File: src/rtl/sevenseg_scan_ctrl_if.sv
// Load port of the seven-segment scan controller: a valid/ready handshake
// that carries the digit values, per-digit decimal points and the
// leading-zero blanking flag.
interface sevenseg_scan_ctrl_if #(
    parameter int NUM_DIGITS = 4
);
    logic                    load;
    logic                    ready;
    logic [4*NUM_DIGITS-1:0] value;
    logic [NUM_DIGITS-1:0]   dp_mask;
    logic                    blank_lz;

    modport master (
        output load,
        output value,
        output dp_mask,
        output blank_lz,
        input  ready
    );

    modport slave (
        input  load,
        input  value,
        input  dp_mask,
        input  blank_lz,
        output ready
    );
endinterface

File: src/rtl/sevenseg_scan_ctrl.sv
// Multiplexed N-digit common-anode seven-segment driver.
// One digit is driven at a time from a shared segment bus.  Each digit's
// dwell starts with a dark cycle to avoid ghosting, and PWM on the dwell
// tick sets brightness.  New values are staged in a pending slot and only
// move to the displayed set at a frame boundary (or at once while the
// display is disabled), so a single frame never mixes old and new digits.
module sevenseg_scan_ctrl #(
    parameter int NUM_DIGITS = 4,
    parameter int CLK_HZ     = 10_000_000,
    parameter int REFRESH_HZ = 1000,
    parameter int PWM_BITS   = 4
) (
    input  logic                  clk,
    input  logic                  rst_n,
    input  logic                  enable,
    input  logic [PWM_BITS-1:0]   brightness,
    sevenseg_scan_ctrl_if.slave   ld,
    output logic [7:0]            seg_n,
    output logic [NUM_DIGITS-1:0] dig_en_n,
    output logic                  frame_done
);

    localparam int DWELL  = CLK_HZ / (REFRESH_HZ * NUM_DIGITS);
    localparam int TICK_W = (DWELL > 1) ? $clog2(DWELL) : 1;
    localparam int IDX_W  = $clog2(NUM_DIGITS);
    localparam int VAL_W  = 4 * NUM_DIGITS;

    // Hex nibble to active-low {g,f,e,d,c,b,a}
    function automatic logic [6:0] hex_to_seg(input logic [3:0] nib);
        logic [6:0] seg;
        case (nib)
            4'h0:    seg = 7'b1000000;
            4'h1:    seg = 7'b1111001;
            4'h2:    seg = 7'b0100100;
            4'h3:    seg = 7'b0110000;
            4'h4:    seg = 7'b0011001;
            4'h5:    seg = 7'b0010010;
            4'h6:    seg = 7'b0000010;
            4'h7:    seg = 7'b1111000;
            4'h8:    seg = 7'b0000000;
            4'h9:    seg = 7'b0010000;
            4'hA:    seg = 7'b0001000;
            4'hB:    seg = 7'b0000011;
            4'hC:    seg = 7'b1000110;
            4'hD:    seg = 7'b0100001;
            4'hE:    seg = 7'b0000110;
            4'hF:    seg = 7'b0001110;
            default: seg = 7'b1111111;
        endcase
        return seg;
    endfunction

    // scan position
    logic [TICK_W-1:0]     tick_q, tick_d;
    logic [IDX_W-1:0]      idx_q, idx_d;
    // displayed set
    logic [VAL_W-1:0]      act_value_q, act_value_d;
    logic [NUM_DIGITS-1:0] act_dp_q, act_dp_d;
    logic                  act_blz_q, act_blz_d;
    // staged set
    logic [VAL_W-1:0]      pend_value_q, pend_value_d;
    logic [NUM_DIGITS-1:0] pend_dp_q, pend_dp_d;
    logic                  pend_blz_q, pend_blz_d;
    logic                  pend_valid_q, pend_valid_d;
    logic                  ready_q, ready_d;
    // registered outputs
    logic [7:0]            seg_n_q, seg_n_d;
    logic [NUM_DIGITS-1:0] dig_en_n_q, dig_en_n_d;
    logic                  frame_done_q, frame_done_d;

    logic                  accept_s;
    logic                  last_tick_s;
    logic                  last_dig_s;
    logic                  wrap_s;
    logic                  apply_s;
    logic [3:0]            nib_s;
    logic [NUM_DIGITS-1:0] blank_s;
    logic                  still_zero_s;
    logic [PWM_BITS-1:0]   phase_s;

    // Handshake, frame-boundary detection and scan counter advance
    always_comb begin
        accept_s    = ld.load & ready_q;
        last_tick_s = (tick_q == TICK_W'(DWELL - 1));
        last_dig_s  = (idx_q == IDX_W'(NUM_DIGITS - 1));
        wrap_s      = enable & last_tick_s & last_dig_s;
        // while dark there is no frame to tear, so apply straight away
        apply_s     = pend_valid_q & (wrap_s | ~enable);

        tick_d = tick_q;
        idx_d  = idx_q;
        if (!enable) begin
            tick_d = '0;
            idx_d  = '0;
        end else if (last_tick_s) begin
            tick_d = '0;
            if (last_dig_s) begin
                idx_d = '0;
            end else begin
                idx_d = idx_q + IDX_W'(1);
            end
        end else begin
            tick_d = tick_q + TICK_W'(1);
        end
    end

    // Pending slot capture and hand-over to the displayed set
    always_comb begin
        pend_value_d = pend_value_q;
        pend_dp_d    = pend_dp_q;
        pend_blz_d   = pend_blz_q;
        pend_valid_d = pend_valid_q;
        act_value_d  = act_value_q;
        act_dp_d     = act_dp_q;
        act_blz_d    = act_blz_q;
        if (accept_s) begin
            pend_value_d = ld.value;
            pend_dp_d    = ld.dp_mask;
            pend_blz_d   = ld.blank_lz;
            pend_valid_d = 1'b1;
        end else if (apply_s) begin
            act_value_d  = pend_value_q;
            act_dp_d     = pend_dp_q;
            act_blz_d    = pend_blz_q;
            pend_valid_d = 1'b0;
        end else begin
            pend_valid_d = pend_valid_q;
        end
        // drop ready immediately on accept so a back-to-back load is refused
        ready_d = ~pend_valid_q & ~accept_s;
    end

    // Segment decode, leading-zero blanking, PWM digit enable
    always_comb begin
        nib_s        = act_value_q[{idx_q, 2'b00} +: 4];
        phase_s      = tick_q[PWM_BITS-1:0];
        blank_s      = '0;
        still_zero_s = act_blz_q;
        // walk down from the most significant digit; digit 0 is never blanked
        for (int k = NUM_DIGITS - 1; k >= 1; k--) begin
            still_zero_s = still_zero_s & (act_value_q[4*k +: 4] == 4'h0);
            blank_s[k]   = still_zero_s;
        end

        seg_n_d      = 8'hFF;
        dig_en_n_d   = '1;
        frame_done_d = wrap_s;
        if (enable) begin
            if (blank_s[idx_q]) begin
                seg_n_d = {~act_dp_q[idx_q], 7'b1111111};
            end else begin
                seg_n_d = {~act_dp_q[idx_q], hex_to_seg(nib_s)};
            end
            // tick 0 is the anti-ghosting dead cycle
            if ((tick_q != '0) && (phase_s < brightness)) begin
                dig_en_n_d[idx_q] = 1'b0;
            end else begin
                dig_en_n_d = '1;
            end
        end else begin
            seg_n_d    = 8'hFF;
            dig_en_n_d = '1;
        end
    end

    // State and output registers
    always_ff @(posedge clk or negedge rst_n) begin
        if (!rst_n) begin
            tick_q       <= '0;
            idx_q        <= '0;
            act_value_q  <= '0;
            act_dp_q     <= '0;
            act_blz_q    <= 1'b0;
            pend_value_q <= '0;
            pend_dp_q    <= '0;
            pend_blz_q   <= 1'b0;
            pend_valid_q <= 1'b0;
            ready_q      <= 1'b1;
            seg_n_q      <= 8'hFF;
            dig_en_n_q   <= '1;
            frame_done_q <= 1'b0;
        end else begin
            tick_q       <= tick_d;
            idx_q        <= idx_d;
            act_value_q  <= act_value_d;
            act_dp_q     <= act_dp_d;
            act_blz_q    <= act_blz_d;
            pend_value_q <= pend_value_d;
            pend_dp_q    <= pend_dp_d;
            pend_blz_q   <= pend_blz_d;
            pend_valid_q <= pend_valid_d;
            ready_q      <= ready_d;
            seg_n_q      <= seg_n_d;
            dig_en_n_q   <= dig_en_n_d;
            frame_done_q <= frame_done_d;
        end
    end

    assign seg_n      = seg_n_q;
    assign dig_en_n   = dig_en_n_q;
    assign frame_done = frame_done_q;
    assign ld.ready   = ready_q;

endmodule

File: src/flat_wrapper.sv
// flat-port wrapper written by rule: the top's interface ports become plain ports
module sevenseg_scan_ctrl_flat 
#(
    parameter int NUM_DIGITS = 4,
    parameter int CLK_HZ     = 10_000_000,
    parameter int REFRESH_HZ = 1000,
    parameter int PWM_BITS   = 4
)
  (clk, rst_n, enable, brightness, seg_n, dig_en_n, frame_done, ld_load, ld_value, ld_dp_mask, ld_blank_lz, ld_ready);
  sevenseg_scan_ctrl_if #(.NUM_DIGITS(NUM_DIGITS)) ld_i ();
  input  logic clk;
  input  logic rst_n;
  input  logic enable;
  input  logic [PWM_BITS-1:0] brightness;
  output logic [7:0] seg_n;
  output logic [NUM_DIGITS-1:0] dig_en_n;
  output logic frame_done;
  input wire logic [$bits(ld_i.load)-1:0] ld_load;
  input wire logic [$bits(ld_i.value)-1:0] ld_value;
  input wire logic [$bits(ld_i.dp_mask)-1:0] ld_dp_mask;
  input wire logic [$bits(ld_i.blank_lz)-1:0] ld_blank_lz;
  output wire logic [$bits(ld_i.ready)-1:0] ld_ready;
  assign ld_i.load = ld_load;
  assign ld_i.value = ld_value;
  assign ld_i.dp_mask = ld_dp_mask;
  assign ld_i.blank_lz = ld_blank_lz;
  assign ld_ready = ld_i.ready;
  sevenseg_scan_ctrl #(.NUM_DIGITS(NUM_DIGITS), .CLK_HZ(CLK_HZ), .REFRESH_HZ(REFRESH_HZ), .PWM_BITS(PWM_BITS)) u_core (.clk(clk), .rst_n(rst_n), .enable(enable), .brightness(brightness), .ld(ld_i), .seg_n(seg_n), .dig_en_n(dig_en_n), .frame_done(frame_done));
endmodule
File: config.mk
export PLATFORM = sky130hd
export DESIGN_NAME = sevenseg_scan_ctrl_flat
export DESIGN_NICKNAME = d
export VERILOG_FILES = /design/src/rtl/sevenseg_scan_ctrl_if.sv /design/src/rtl/sevenseg_scan_ctrl.sv /design/src/flat_wrapper.sv
export SDC_FILE = /design/constraint.sdc
export NUM_CORES = 1
export LEC_CHECK = 0
export ABC_AREA = 1
export BUFFER_PORTS_ARGS = -buffer_cell sky130_fd_sc_hd__buf_4
export CAP_MARGIN = 20
export CORE_MARGIN = 1.5
export CORE_UTILIZATION = 45
export DETAILED_ROUTE_END_ITERATION = 7
export GPL_TIMING_DRIVEN = 0
export PLACE_DENSITY = 0.73
export SLEW_MARGIN = 20
export SYNTH_ARGS = -nofsm -noshare
export SYNTH_HDL_FRONTEND = slang
export SYNTH_SLANG_ARGS = --single-unit
File: constraint.sdc
create_clock -name clk -period 2 [get_ports clk]
set_input_delay 0.4 -clock clk [delete_from_list [all_inputs] [get_ports clk]]
set_output_delay 0.4 -clock clk [all_outputs]
set_load 0.05 [all_outputs]
# After elaboration in Yosys (flattened, before gate mapping)
# Memory sizes are Yosys's and may differ from the RTL's.
# Cells that the tools add are included.
dict set report op_classes {
  n_reduce_logical 8
  addsub 2
  order_cmp 3
  n_shift 1
  n_bitwise 14
  n_mux 17
  eq_ne 3
}
# operator n
set op_table {}
lappend op_table {{$mux 12} 2}
lappend op_table {{$shiftx 16x5->4} 1}
lappend op_table {{$add 12x1->12 const B} 1}
lappend op_table {{$eq 12x12->1 const B} 1}
lappend op_table {{$logic_not 4->1} 3}
lappend op_table {{$reduce_bool 12->1} 1}
lappend op_table {{$and 1x1->1} 8}
lappend op_table {{$mux 4} 2}
lappend op_table {{$mux 8} 1}
lappend op_table {{$mux 7} 1}
lappend op_table {{$mux 2} 3}
lappend op_table {{$mux 1} 5}
lappend op_table {{$bmux 1 s2} 2}
lappend op_table {{$lt 4x4->1} 1}
lappend op_table {{$not 1->1} 4}
lappend op_table {{$not 4->4} 1}
lappend op_table {{$lt 2x3->1 const B} 1}
lappend op_table {{$add 2x1->2 const B} 1}
lappend op_table {{$demux 1 s2} 1}
lappend op_table {{$eq 2x2->1 const B} 1}
lappend op_table {{$ge 2x1->1 const B} 1}
lappend op_table {{$logic_and 1x1->1} 2}
lappend op_table {{$ne 2x1->1 const B} 1}
lappend op_table {{$reduce_and 2->1} 1}
lappend op_table {{other kinds (2)} 2}
dict set report word_totals {
  inputBits 29
  romBits 112
  output_inout_bits 14
  ff_bits 71
  mem_count 1
}
# name depth width read_ports rd_clocked_by_memory_dff wr line
set memory_table {}
lappend memory_table {{(no name shown)} 16 7 1 0 0 sevenseg_scan_ctrl.sv:31} ;# case (nib)

# Logic depth before layout (Yosys ltp)
# Gate-level depths: netlist of run 1.
dict set report depth {
  ltp_word 8
  depth_mapped 11
}

# Worst setup path after synthesis of run 1
# Ideal clock, no wire load.
dict set report synth_path {
  path_kind {register -> register}
  from {register u_core.idx_q[1]}
  to {register u_core.seg_n_q[3] (netlist: u_core.seg_n[3])}
  path_buffers 1
  setup_slack_ns 0.427
  t_required_ns 1.924
  setup_time_ns 0.076
  stages_incl_launch_ff 11
  t_arrival_ns 1.497
  cell_sequence {dfrtp_1 -> buf_6 -> inv_2 -> nand3_1 -> nand2_1 -> inv_1 -> ha_1 -> nand3_1 -> nand3_1 -> nand2_1 -> nand2_1}
}
dict set report synth_between {
  elab_chain_cells 4
  word_cells_on_any_way 6
}
# element line
set synth_rtl {}
lappend synth_rtl {{start: declaration} sevenseg_scan_ctrl.sv:55} ;# logic [IDX_W-1:0] idx_q, idx_d;
lappend synth_rtl {{start signal: assignment} sevenseg_scan_ctrl.sv:184} ;# idx_q <= idx_d;
lappend synth_rtl {{$shiftx 16x5->4 / $bmux 1 s2 (equally long branches)} {sevenseg_scan_ctrl.sv:135, sevenseg_scan_ctrl.sv:149}}
lappend synth_rtl {{$mem_v2 16x7 / $mux 1 (equally long branches)} -}
lappend synth_rtl {{$mux 7 *} sevenseg_scan_ctrl.sv:149} ;# if (blank_s[idx_q]) begin
lappend synth_rtl {{$mux 8 *} sevenseg_scan_ctrl.sv:148} ;# if (enable) begin
lappend synth_rtl {{named net u_core.seg_n_d[3]} sevenseg_scan_ctrl.sv:67} ;# logic [7:0] seg_n_q, seg_n_d;
lappend synth_rtl {{end signal: assignment} sevenseg_scan_ctrl.sv:193} ;# seg_n_q <= seg_n_d;
lappend synth_rtl {{end: declaration} sevenseg_scan_ctrl.sv:67}
# The timed path passes the listed nets; every way through them passes the cells marked *. The select of a mux whose other input is x is not followed.
# A chain may end at the register's enable or synchronous reset.

# Worst setup path after layout of run 1
# Same ends and word-level chain as after synthesis.

==> results.md, run 1 <==
- Outcome: complete, no violations
- Fillcell total: 719
- R2R Setup Slk: 0.20 ns
- Port buffer count: 42
- Min-Delay Path Class: in2async
- Post-CTS Setup Bufs: 0
- Sequential fraction of the synthesis area: 0.497
- Cell Rows: 32
- Synth area leaders: dfrtp_1, nand2_1, dfstp_2, nand3_1, ha_1
- Area of the multi-input gates: 1600 um2
- Pwr Density: 1150 nW/um2
- CP bufs+invs: 2
- CP arrival: 2.08 ns
- Ant. Diodes: 0
- Synth async-reset ratio: 1.00
- Crit start category: flip-flop
- Worst slew pin tran: 0.866 ns
- Pre-Repair DR Iteration Count: 4
- Final Max Slew Viols: 0
- Initial antenna violation count: 0
- Final wirelength: 6.97 mm
- Max_slew headroom: 0.423
- Vias in the first global route: 2,754
- Global Route Usage Sum: 0.182
- Clock Skew: 0.00923 ns
- YS warnings: 0
- CTS tree: built
- Syn Inst Count: 442
- Via count: 2,904
- Max Cap Viol: 0
- Critical Path, Cell by Cell: buf_6, clkinv_2, nand3_1, nand2_1, ha_1, nand3b_1, nand3_1, nand2_1, nand2_1
- Crit-path max FO: 11
- Synth area leader: dfrtp_1
- Static leakage: 2.20 nW
- First-pass GRT wire length: 12.5 mm
- Min Clock Period, post-route: 1.80 ns
- Largest net degree at the start of global routing: 72
- Setup CP Type: reg2reg
- Register area: 1790 um2
- WL per Instance: 11.6 um
- Crit path largest cell delay: 0.41 ns
- # DRC: 0
- Yosys top cell area share: 0.402
- Stages on worst setup path: 9
- Routability-driven placement congestion ratio: 0.913
- Synthesized Nets: 486
- Cell mode on critical path: nand2_1
- Final Cycle Share: 0.901
- DPL Wire Length: 5.09 mm
- Yosys reg bits: 71
- Fin area: 4250 um2
- CP Capture Type: flip-flop
- DRT iter0 DRCs: 148
- Synth unique cells: 31
- Die H: 92.5 um
- RSZ-0062 raised after global routing: false
- Setup violators final: 0
- Die area: 8560 um2
- Nets@finish: 539
- Max IR drop VDD: 650 uV
- Maximum clock frequency: 0.555 GHz
- Share of cells above drive strength 1: 0.210
- Area Overhead vs Synth: 17.8%
- Placed cell area: 4050 um2
- Path depth of the worst reg2reg path: 9
- Die Span X: 92.5 um
- Mapped Area: 3610 um2
- Crit path required time: 2.28 ns
- Clk Tree Root Cell: clkbuf_8
- Mean Syn Cell Area: 8.16 um2
- WHS: 0.172 ns
- Dominant synthesized flop cell: dfrtp_1
- Sum Neg Setup Slack: 0 ns
- Vias per cell: 4.82
- Reg clk slew, reported paths: 0.08 ns
- Core area: 7730 um2
- Critical path's slowest cell: dfrtp_1
- Clock sink total: 71
- ANT nets after route: 0
- Worst path top cell family by delay: simple AND/OR/NAND/NOR gates
- Initial Util: 0.467
- Post-synth EDFFs: 0
- Max Buffers Root-to-Sink: 2
- Worst-Skew Late Latency: 0.33 ns
- Final hold violation count: 0
- H-tree Lvls: 3
- I/O pin count: 43
- GRT overflow: 0
- CTS Buf Count: 9
-- registers in the layout, indices dropped and copies added, names as in the netlist --
| register | count |
|---|---|
| u_core.pend_dp_q | 4 |
| u_core.act_blz_q | 1 |
| u_core.idx_q | 2 |
| u_core.act_dp_q | 4 |
| u_core.pend_valid_q | 1 |
| u_core.tick_q | 12 |
| u_core.ld.ready | 1 |
| u_core.pend_blz_q | 1 |
| u_core.pend_value_q | 16 |
| u_core.act_value_q | 16 |
| u_core.seg_n | 8 |
| u_core.frame_done | 1 |
| u_core.dig_en_n | 4 |
-- area by class of cell --
cell class	instances	area share
flip-flops and latches	71	0.422
multi-input cells	326	0.375
repair buffers	42	0.0742
well taps	102	0.0300
clock buffers	9	0.0292
inverters	31	0.0277
plain buffers	14	0.0244
clock inverters	7	0.0171
-- routing by layer --
layer | GRT usage | up-vias | part of all wire
met2 | 0.281 | 73 | 0.46
met5 | 0 | - | 0
met1 | 0.254 | 1317 | 0.49
met3 | 0.0320 | 5 | 0.043
li1 | - | 1509 | -
met4 | 0.0744 | 0 | 0.012
-- repair_timing --
action	CTS	global route
setup endpoints to repair	0	2
resized for setup	0	1
hold buffers	0	0
hold endpoints to repair	0	0
-- where the power goes --
part	internal, W	switching (W)	total (W)
Clock	0.000577	0.000547	0.00112
Combinational	0.000574	0.00101	0.00159
Sequential	0.00191	0.000275	0.00219
Total	0.00306	0.00184	0.00490
-- placed cells by master, fill, tap and decap left out, types with 4 or more instances in the layout --
cell,instances
nand2_1,170
dfrtp_1,58
nor3_1,9
nand4_1,5
inv_1,25
buf_4,43
ha_1,15
nor2_1,35
inv_2,5
nor2_2,5
nand3_1,54
clkbuf_8,9
o21ai_0,7
buf_6,6
dfstp_2,13
clkbuf_1,4
-- worst register-to-register path: stages (launching register included) --
cell and delay, ns:
dfrtp_1 0.41, buf_6 0.16, clkinv_2 0.19, nand3_1 0.15
nand2_1 0.15, ha_1 0.35, nand3b_1 0.16, nand3_1 0.09
nand2_1 0.05, nand2_1 0.05
-- through the flow --
stage | cells | utilization | setup slack [ns] | total power (W)
after global routing | 602 | 0.550 | 0.0183 | 0.00529
after detailed placement | 586 | 0.524 | 0.191 | 0.00381
after global placement | 586 | 0.524 | 0.211 | 0.00376
after floorplan | 442 | - | 0.427 | 0.00337
after CTS | 602 | 0.550 | 0.182 | 0.00495
final | 602 | 0.550 | 0.198 | 0.00490
-- Yosys cell counts (all sizes together) (3+ instances only) --
cell,count
nand2,175
o21ai,10
nor3,10
ha,15
nand3,57
nor2,41
dfstp,13
clkbuf,4
dfrtp,58
buf,10
xor2,3
nand4,5
a21oi,3
inv,31
-- kinds of logic after synthesis --
group                    synth area share
adder cells (fa/ha/maj)            0.0520
buffers and inverters              0.0610
flip-flops                          0.497
AND/OR/NAND/NOR                     0.353
AO/OA/AOI/OAI                      0.0250
XOR/XNOR                           0.0121
-- path summary, 6_finish.rpt --
| check | start | to |
|---|---|---|
| min in group clk | ld_value[8] | u_core.pend_value_q[8] |
| max | u_core.idx_q[1] | u_core.seg_n[3] |
| min | rst_n | u_core.pend_dp_q[0] |
| max in group asynchronous | rst_n | u_core.act_value_q[2] |
| min reg2reg | u_core.pend_valid_q | u_core.ld.ready |
| max reg2reg | u_core.idx_q[1] | u_core.seg_n[3] |
No activity file was read; power rests on OpenSTA's default activity.
==> run 2, diff against run 1 <==
--- a/config.mk
+++ b/config.mk
@@ -9,10 +9,11 @@
 export BUFFER_PORTS_ARGS = -buffer_cell sky130_fd_sc_hd__buf_4
 export CAP_MARGIN = 20
 export CORE_MARGIN = 1.5
-export CORE_UTILIZATION = 45
+export CORE_UTILIZATION = 55
 export DETAILED_ROUTE_END_ITERATION = 7
-export GPL_TIMING_DRIVEN = 0
-export PLACE_DENSITY = 0.73
+export GPL_TIMING_DRIVEN = 1
+export PLACE_DENSITY = 0.85
+export REMOVE_ABC_BUFFERS = 1
 export SLEW_MARGIN = 20
 export SYNTH_ARGS = -nofsm -noshare
 export SYNTH_HDL_FRONTEND = slang
==> results.md, run 2 (synthesis gave the netlist of run 1 again) <==
- Outcome: complete, no violations
- GRT overflow: 0 (unchanged)
- Routability-driven placement congestion ratio: 0.889 (-2.6%)
- Clk pwr share: 0.275 (+0.045)
- Die H: 84 um (-9.2%)
- Top flop regs: u_core.act_value_q: 16 flops, u_core.pend_value_q: 16 flops, u_core.tick_q: 12 flops
- Placed cell area: 3990 um2 (-1.5%)
- Setup CP Type: reg2reg
- CTS Hold Buffers Added: 0 (unchanged)
- Max IR drop VDD: 834 uV (+28%)
- CTS Buf Count: 9 (unchanged)
- CP Capture Type: flip-flop
- Switching Power: 0.00194 W (+5.5%)
- Max Buffers Root-to-Sink: 2 (unchanged)
- Share of cells above drive strength 1: 0.213 (+0.00255)
- Nets@finish: 533 (-1.1%)
- Clock Skew: 0.00975 ns (+0.000517 ns)
- WL per Instance: 13.7 um (+18%)
- Final wirelength: 7.81 mm (+12%)
- Clock sink total: 71 (unchanged)
- Final std cells w/o fill: 571 (-5.1%)
- Crit path largest cell delay: 0.54 ns (+0.13 ns)
- Core area: 6350 um2 (-18%)
- Ant. Diodes: 0 (unchanged)
- I/O pin count: 43 (unchanged)
- Setup violators final: 0 (unchanged)
- RR Endpoint: u_core.seg_n[3]
- Reg-to-Reg Start: u_core.idx_q[0]
- First-pass GRT wire length: 13.5 mm (+8.0%)
- H-tree Lvls: 3 (unchanged)
- Clk Tree Root Cell: clkbuf_8
- Min-Delay Path Class: in2async
- CP arrival: 2.04 ns (-0.04 ns)
- Pwr Density: 1250 nW/um2 (+8.2%)
- Reg clk slew, reported paths: 0.08 ns (about the same)
- Crit path launch: u_core.idx_q[0]
- ANT nets after route: 0 (unchanged)
- Initial antenna violation count: 0 (unchanged)
- Min Clock Period, post-route: 1.75 ns (-0.0528 ns)
- Path depth of the worst reg2reg path: 10 (+1)
- Vias per cell: 5.24 (+8.7%)
- Global Route Usage Sum: 0.243 (+0.0608)
- DPL Wire Length: 5.44 mm (+6.7%)
- Die Span X: 84 um (-9.2%)
- Placed insts: 555 (-5.3%)
- Worst-Skew Late Latency: 0.36 ns (+0.03 ns)
- Crit path to: u_core.seg_n[3]
- RSZ-0062 raised after global routing: false
- Leading cell type in the layout, fill and taps excluded: nand2_1
- Max_slew headroom: 0.665 (+0.242)
- Final core utilization: 0.668 (+0.118)
- Crit path required time: 2.29 ns (about the same)
- DRT iter0 DRCs: 165 (+11%)
- Static leakage: 2.21 nW (+0.58%)
- Crit-path max FO: 16 (+5)
- Area Overhead vs Synth: 17.6%
- Internal: 0.00335 W (+9.5%)
- Final Max Slew Viols: 0 (unchanged)
- Sequential share of power: 0.415 (-0.031)
- Post-CTS Setup Bufs: 0 (unchanged)
- Fin area: 4240 um2 (-0.15%)
- Place WS: 0.119 ns (-0.0725 ns)
- Gate power share: 0.310 (-0.014)
- Critical path's slowest cell: dfrtp_2
- Worst slew pin tran: 0.497 ns (-0.369 ns)
- Critical Path, Cell by Cell: inv_2, nand2_1, nand3_1, nand2_1, inv_1, ha_1, nand3_1, nand3_1, nand2_1, nand2_1
- R2R Setup Slk: 0.25 ns (+0.05 ns)
- Final Cycle Share: 0.874 (-0.0264)
- Maximum clock frequency: 0.572 GHz (+3.0%)
- Crit start category: flip-flop
- Net Sw Frac: 0.366 (-0.00851)
- Cell mode on critical path: nand2_1
- CTS tree: built
- Max Cap Viol: 0 (unchanged)
- Vias in the first global route: 2,884 (+4.7%)
- Via count: 2,994 (+3.1%)
- # DRC: 0 (unchanged)
- Port buffer count: 42 (unchanged)
- PnR worst setup slack: 0.251 ns (+0.0528 ns)
- Pre-Repair DR Iteration Count: 4 (unchanged)
- Sum Neg Setup Slack: 0 ns (unchanged)
- Largest net degree at the start of global routing: 38 (-47%)
- Commonest non-fill, non-tap cells in the layout: nand2_1, dfrtp_1, nand3_1
- Cell Rows: 29 (-9.4%)
- Initial Util: 0.568 (+0.101)
- Final hold violation count: 0 (unchanged)
- Die area: 7060 um2 (-18%)
-- run 2: cell count changes in the layout (fill, tap and decap cells not counted), sizes merged --
cell	before	now
bufinv	1	3
clkinv	4	0
buf	52	50
inv	31	33
clkinvlp	2	1
clkbuf	13	10
-- run 2: repair_timing --
action	4_1_cts	5_1_grt
endpoints found under the setup margin	0	5
gates resized for setup	0	1
endpoints found under the hold margin	0	0
-- run 2: critical path: cells and delay by family, from the launching register on --
kind / cells / cell delay (ns)
adders and majority gates: 1 / 0.23
buffers and inverters: 2 / 0.23
DFF: 1 / 0.54
and+or+nand+nor: 7 / 0.69
-- run 2: through the flow --
stage	hold WS [ns]	power, W
after floorplan	0.104	0.00333
after global placement	0.376	0.00379
after detailed placement	0.393	0.00384
after CTS	0.0137	0.00530
after global routing	0.0326	0.00564
final	0.00182	0.00529
-- run 2: worst min-delay path by stage --
stage | startpoint | endpoint | slack, ns
after floorplan | rst_n | u_core.act_blz_q | 0.10
final | rst_n | u_core.pend_dp_q[1] | 0.002
after global placement | u_core.pend_valid_q | u_core.ld.ready | 0.38
after detailed placement | u_core.pend_valid_q | u_core.ld.ready | 0.39
after CTS | rst_n | u_core.pend_value_q[6] | 0.01
after global routing | rst_n | u_core.pend_dp_q[1] | 0.03
-- run 2: per-layer routing --
layer  share of wire  vias up  GRT usage
li1                -     1495          -
met1            0.47     1417      0.326
met2            0.48       72      0.391
met3           0.036       10     0.0425
met4           0.016        0      0.101
met5               0        -          0
-- run 2: power by group through the flow --
stage | Clock [W] | Sequential (W) | Combinational [W]
final | 0.00146 | 0.00220 | 0.00164
after global routing | 0.00153 | 0.00225 | 0.00186
after CTS | 0.00147 | 0.00219 | 0.00164
after detailed placement | 0 | 0.00222 | 0.00162
after global placement | 0 | 0.00221 | 0.00158
after floorplan | 0 | 0.00240 | 0.000933
-- run 2: final cells by class --
type,count,area [um2]
clock inverters,6,115
inverters,31,116
fillers,549,2110
multi-input cells,326,1600
clock buffers,10,138
well taps,77,96.3
repair buffers,50,388
flip-flops and latches,71,1790
==> run 3, diff against run 2 <==
==> constraint.sdc (replaced) <==
create_clock -name clk -period 2 [get_ports clk]
set_input_delay 0.6 -clock clk [delete_from_list [all_inputs] [get_ports clk]]
set_output_delay 0.6 -clock clk [all_outputs]
set_load 0.05 [all_outputs]
==> results.md, run 3 (synthesis gave the netlist of run 1 again) <==
- Outcome: complete, no violations
- Crit path largest cell delay: 0.57 ns (+0.03 ns)
- Nets@finish: 535 (+0.38%)
- CP arrival: 2.02 ns (-0.02 ns)
- Core area: 6350 um2 (unchanged)
- Vias in the first global route: 2,771 (-3.9%)
- Max Buffers Root-to-Sink: 2 (unchanged)
- Switching Power: 0.00187 W (-3.5%)
- Final hold violation count: 0 (unchanged)
- Final std cells w/o fill: 573 (+0.35%)
- DRT iter0 DRCs: 126 (-24%)
- Reg-to-Reg Start: u_core.idx_q[1]
- CTS resizes: 0 (unchanged)
- Max IR drop VDD: 913 uV (+9.5%)
- Clock Skew: 0.00831 ns (-0.00143 ns)
- Min-Delay Path Class: in2async
- WL per Instance: 12.7 um (-7.2%)
- Vias per cell: 5.14 (-2.0%)
- Port buffer count: 42 (unchanged)
- Critical path's slowest cell: dfrtp_1
- Cell mode on critical path: nand2_1
- Die H: 84 um (unchanged)
- Ant. Diodes: 0 (unchanged)
- Clk Tree Root Cell: clkbuf_8
- Gate power share: 0.325 (+0.015)
- Sequential share of power: 0.441 (+0.026)
- Max Cap Viol: 0 (unchanged)
- Pre-Repair DR Iteration Count: 4 (unchanged)
- Internal: 0.00308 W (-8.0%)
- Setup CP Type: reg2reg
- Top flop regs: u_core.act_value_q: 16 flops, u_core.pend_value_q: 16 flops, u_core.tick_q: 12 flops
- Max_slew headroom: 0.662 (-0.00303)
- First-pass GRT wire length: 12.6 mm (-6.9%)
- Largest net degree at the start of global routing: 42 (+11%)
- Routability-driven placement congestion ratio: 0.911 (+2.5%)
- Initial antenna violation count: 0 (unchanged)
- Commonest non-fill, non-tap cells in the layout: nand2_1, dfrtp_1, nand3_1
- Crit path required time: 2.30 ns (about the same)
- Die area: 7060 um2 (unchanged)
- RSZ-0062 raised after global routing: false
- Fillcell total: 524 (-4.6%)
- Worst slew pin tran: 0.507 ns (+0.00979 ns)
- WHS: 0.218 ns (+0.216 ns)
- CP Capture Type: flip-flop
- Min Clock Period, post-route: 1.73 ns (-0.0214 ns)
- Pwr Density: 1180 nW/um2 (-5.2%)
- Share of cells above drive strength 1: 0.214 (+0.00116)
- Worst path top cell family by delay: simple AND/OR/NAND/NOR gates
- Area Overhead vs Synth: 16.1%
- Critical Path, Cell by Cell: inv_2, nand3_1, nand2_1, ha_1, nand3b_1, nand3_1, nand2_1, nand2_1
- GRT overflow: 0 (unchanged)
- CTS Buf Count: 9 (unchanged)
- Final Max Slew Viols: 0 (unchanged)
- CTS tree: built
- Static leakage: 2.19 nW (-0.89%)
- Cell Rows: 29 (unchanged)
- DPL Wire Length: 5.22 mm (-4.0%)
- Reg clk slew, reported paths: 0.08 ns (about the same)
- Place WS: 0.299 ns (+0.181 ns)
- I/O pin count: 43 (unchanged)
- Fin area: 4190 um2 (-1.3%)
- Setup violators final: 0 (unchanged)
- Post-CTS Setup Bufs: 0 (unchanged)
- Placed cell area: 3990 um2 (about the same)
- Initial Util: 0.568 (unchanged)
- PnR worst setup slack: 0.273 ns (+0.0214 ns)
- Net Sw Frac: 0.377 (+0.0111)
- ANT nets after route: 0 (unchanged)
- Die Span X: 84 um (unchanged)
- Crit path launch: u_core.idx_q[1]
- Sum Neg Setup Slack: 0 ns (unchanged)
- Leading cell type in the layout, fill and taps excluded: nand2_1
- CTS Hold Buffers Added: 0 (unchanged)
- Final wirelength: 7.27 mm (-6.8%)
- Clk pwr share: 0.234 (-0.041)
- Crit-path max FO: 11 (-5)
- Worst-Skew Late Latency: 0.35 ns (about the same)
- Global Route Usage Sum: 0.225 (-0.0182)
- Placed insts: 557 (+0.36%)
- # DRC: 0 (unchanged)
- Crit start category: flip-flop
- Maximum clock frequency: 0.579 GHz (+1.2%)
- Final Cycle Share: 0.864 (-0.0107)
- H-tree Lvls: 3 (unchanged)
- CP bufs+invs: 1 (-1)
- Clock sink total: 71 (unchanged)
- Via count: 2,944 (-1.7%)
run 3: changes by cell type in the layout (fill, tap and decap cells not counted), sizes merged:
cell      delta
clkinvlp     +1
inv          -2
bufinv       -2
buf          +2
clkinv       +3
run 3: final timing paths:
check | end | slack [ns] | cells past startpoint
max in group asynchronous | u_core.seg_n[1] | 1.19 | 2
worst max register to register | u_core.seg_n[3] | 0.27 | 8
min in group clk | u_core.ld.ready | 0.40 | 1
worst min-delay path | u_core.pend_valid_q | 0.22 | 1
worst max-delay path | u_core.seg_n[3] | 0.27 | 8
worst min register to register | u_core.ld.ready | 0.40 | 1
run 3: area by class of cell:
class,count,area (um2),share of cell area
clock buffers,10,138,0.0329
flip-flops and latches,71,1790,0.428
multi-input cells,326,1600,0.381
clock inverters,6,60.1,0.0143
repair buffers,52,390,0.0932
inverters,31,116,0.0278
well taps,77,96.3,0.0230
run 3: power by group through the flow:
stage / Sequential (W) / Clock, W / Combinational [W]
CTS: 0.00218 / 0.00118 / 0.00162
global route: 0.00224 / 0.00123 / 0.00183
floorplan: 0.00240 / 0 / 0.000933
finish: 0.00219 / 0.00116 / 0.00161
global placement: 0.00219 / 0 / 0.00158
detailed placement: 0.00221 / 0 / 0.00160
run 3: per-layer routing:
layer	up-vias	track usage	share of wire
met3	11	0.0317	0.033
met4	0	0.103	0.020
met2	67	0.359	0.46
met1	1371	0.305	0.49
li1	1495	-	-
met5	-	0	0
run 3: metrics by stage:
stage,power (W),util
2_1_floorplan,0.00333,-
3_3_place_gp,0.00377,0.629
3_5_place_dp,0.00381,0.629
4_1_cts,0.00498,0.660
5_1_grt,0.00530,0.660
6_report,0.00495,0.660
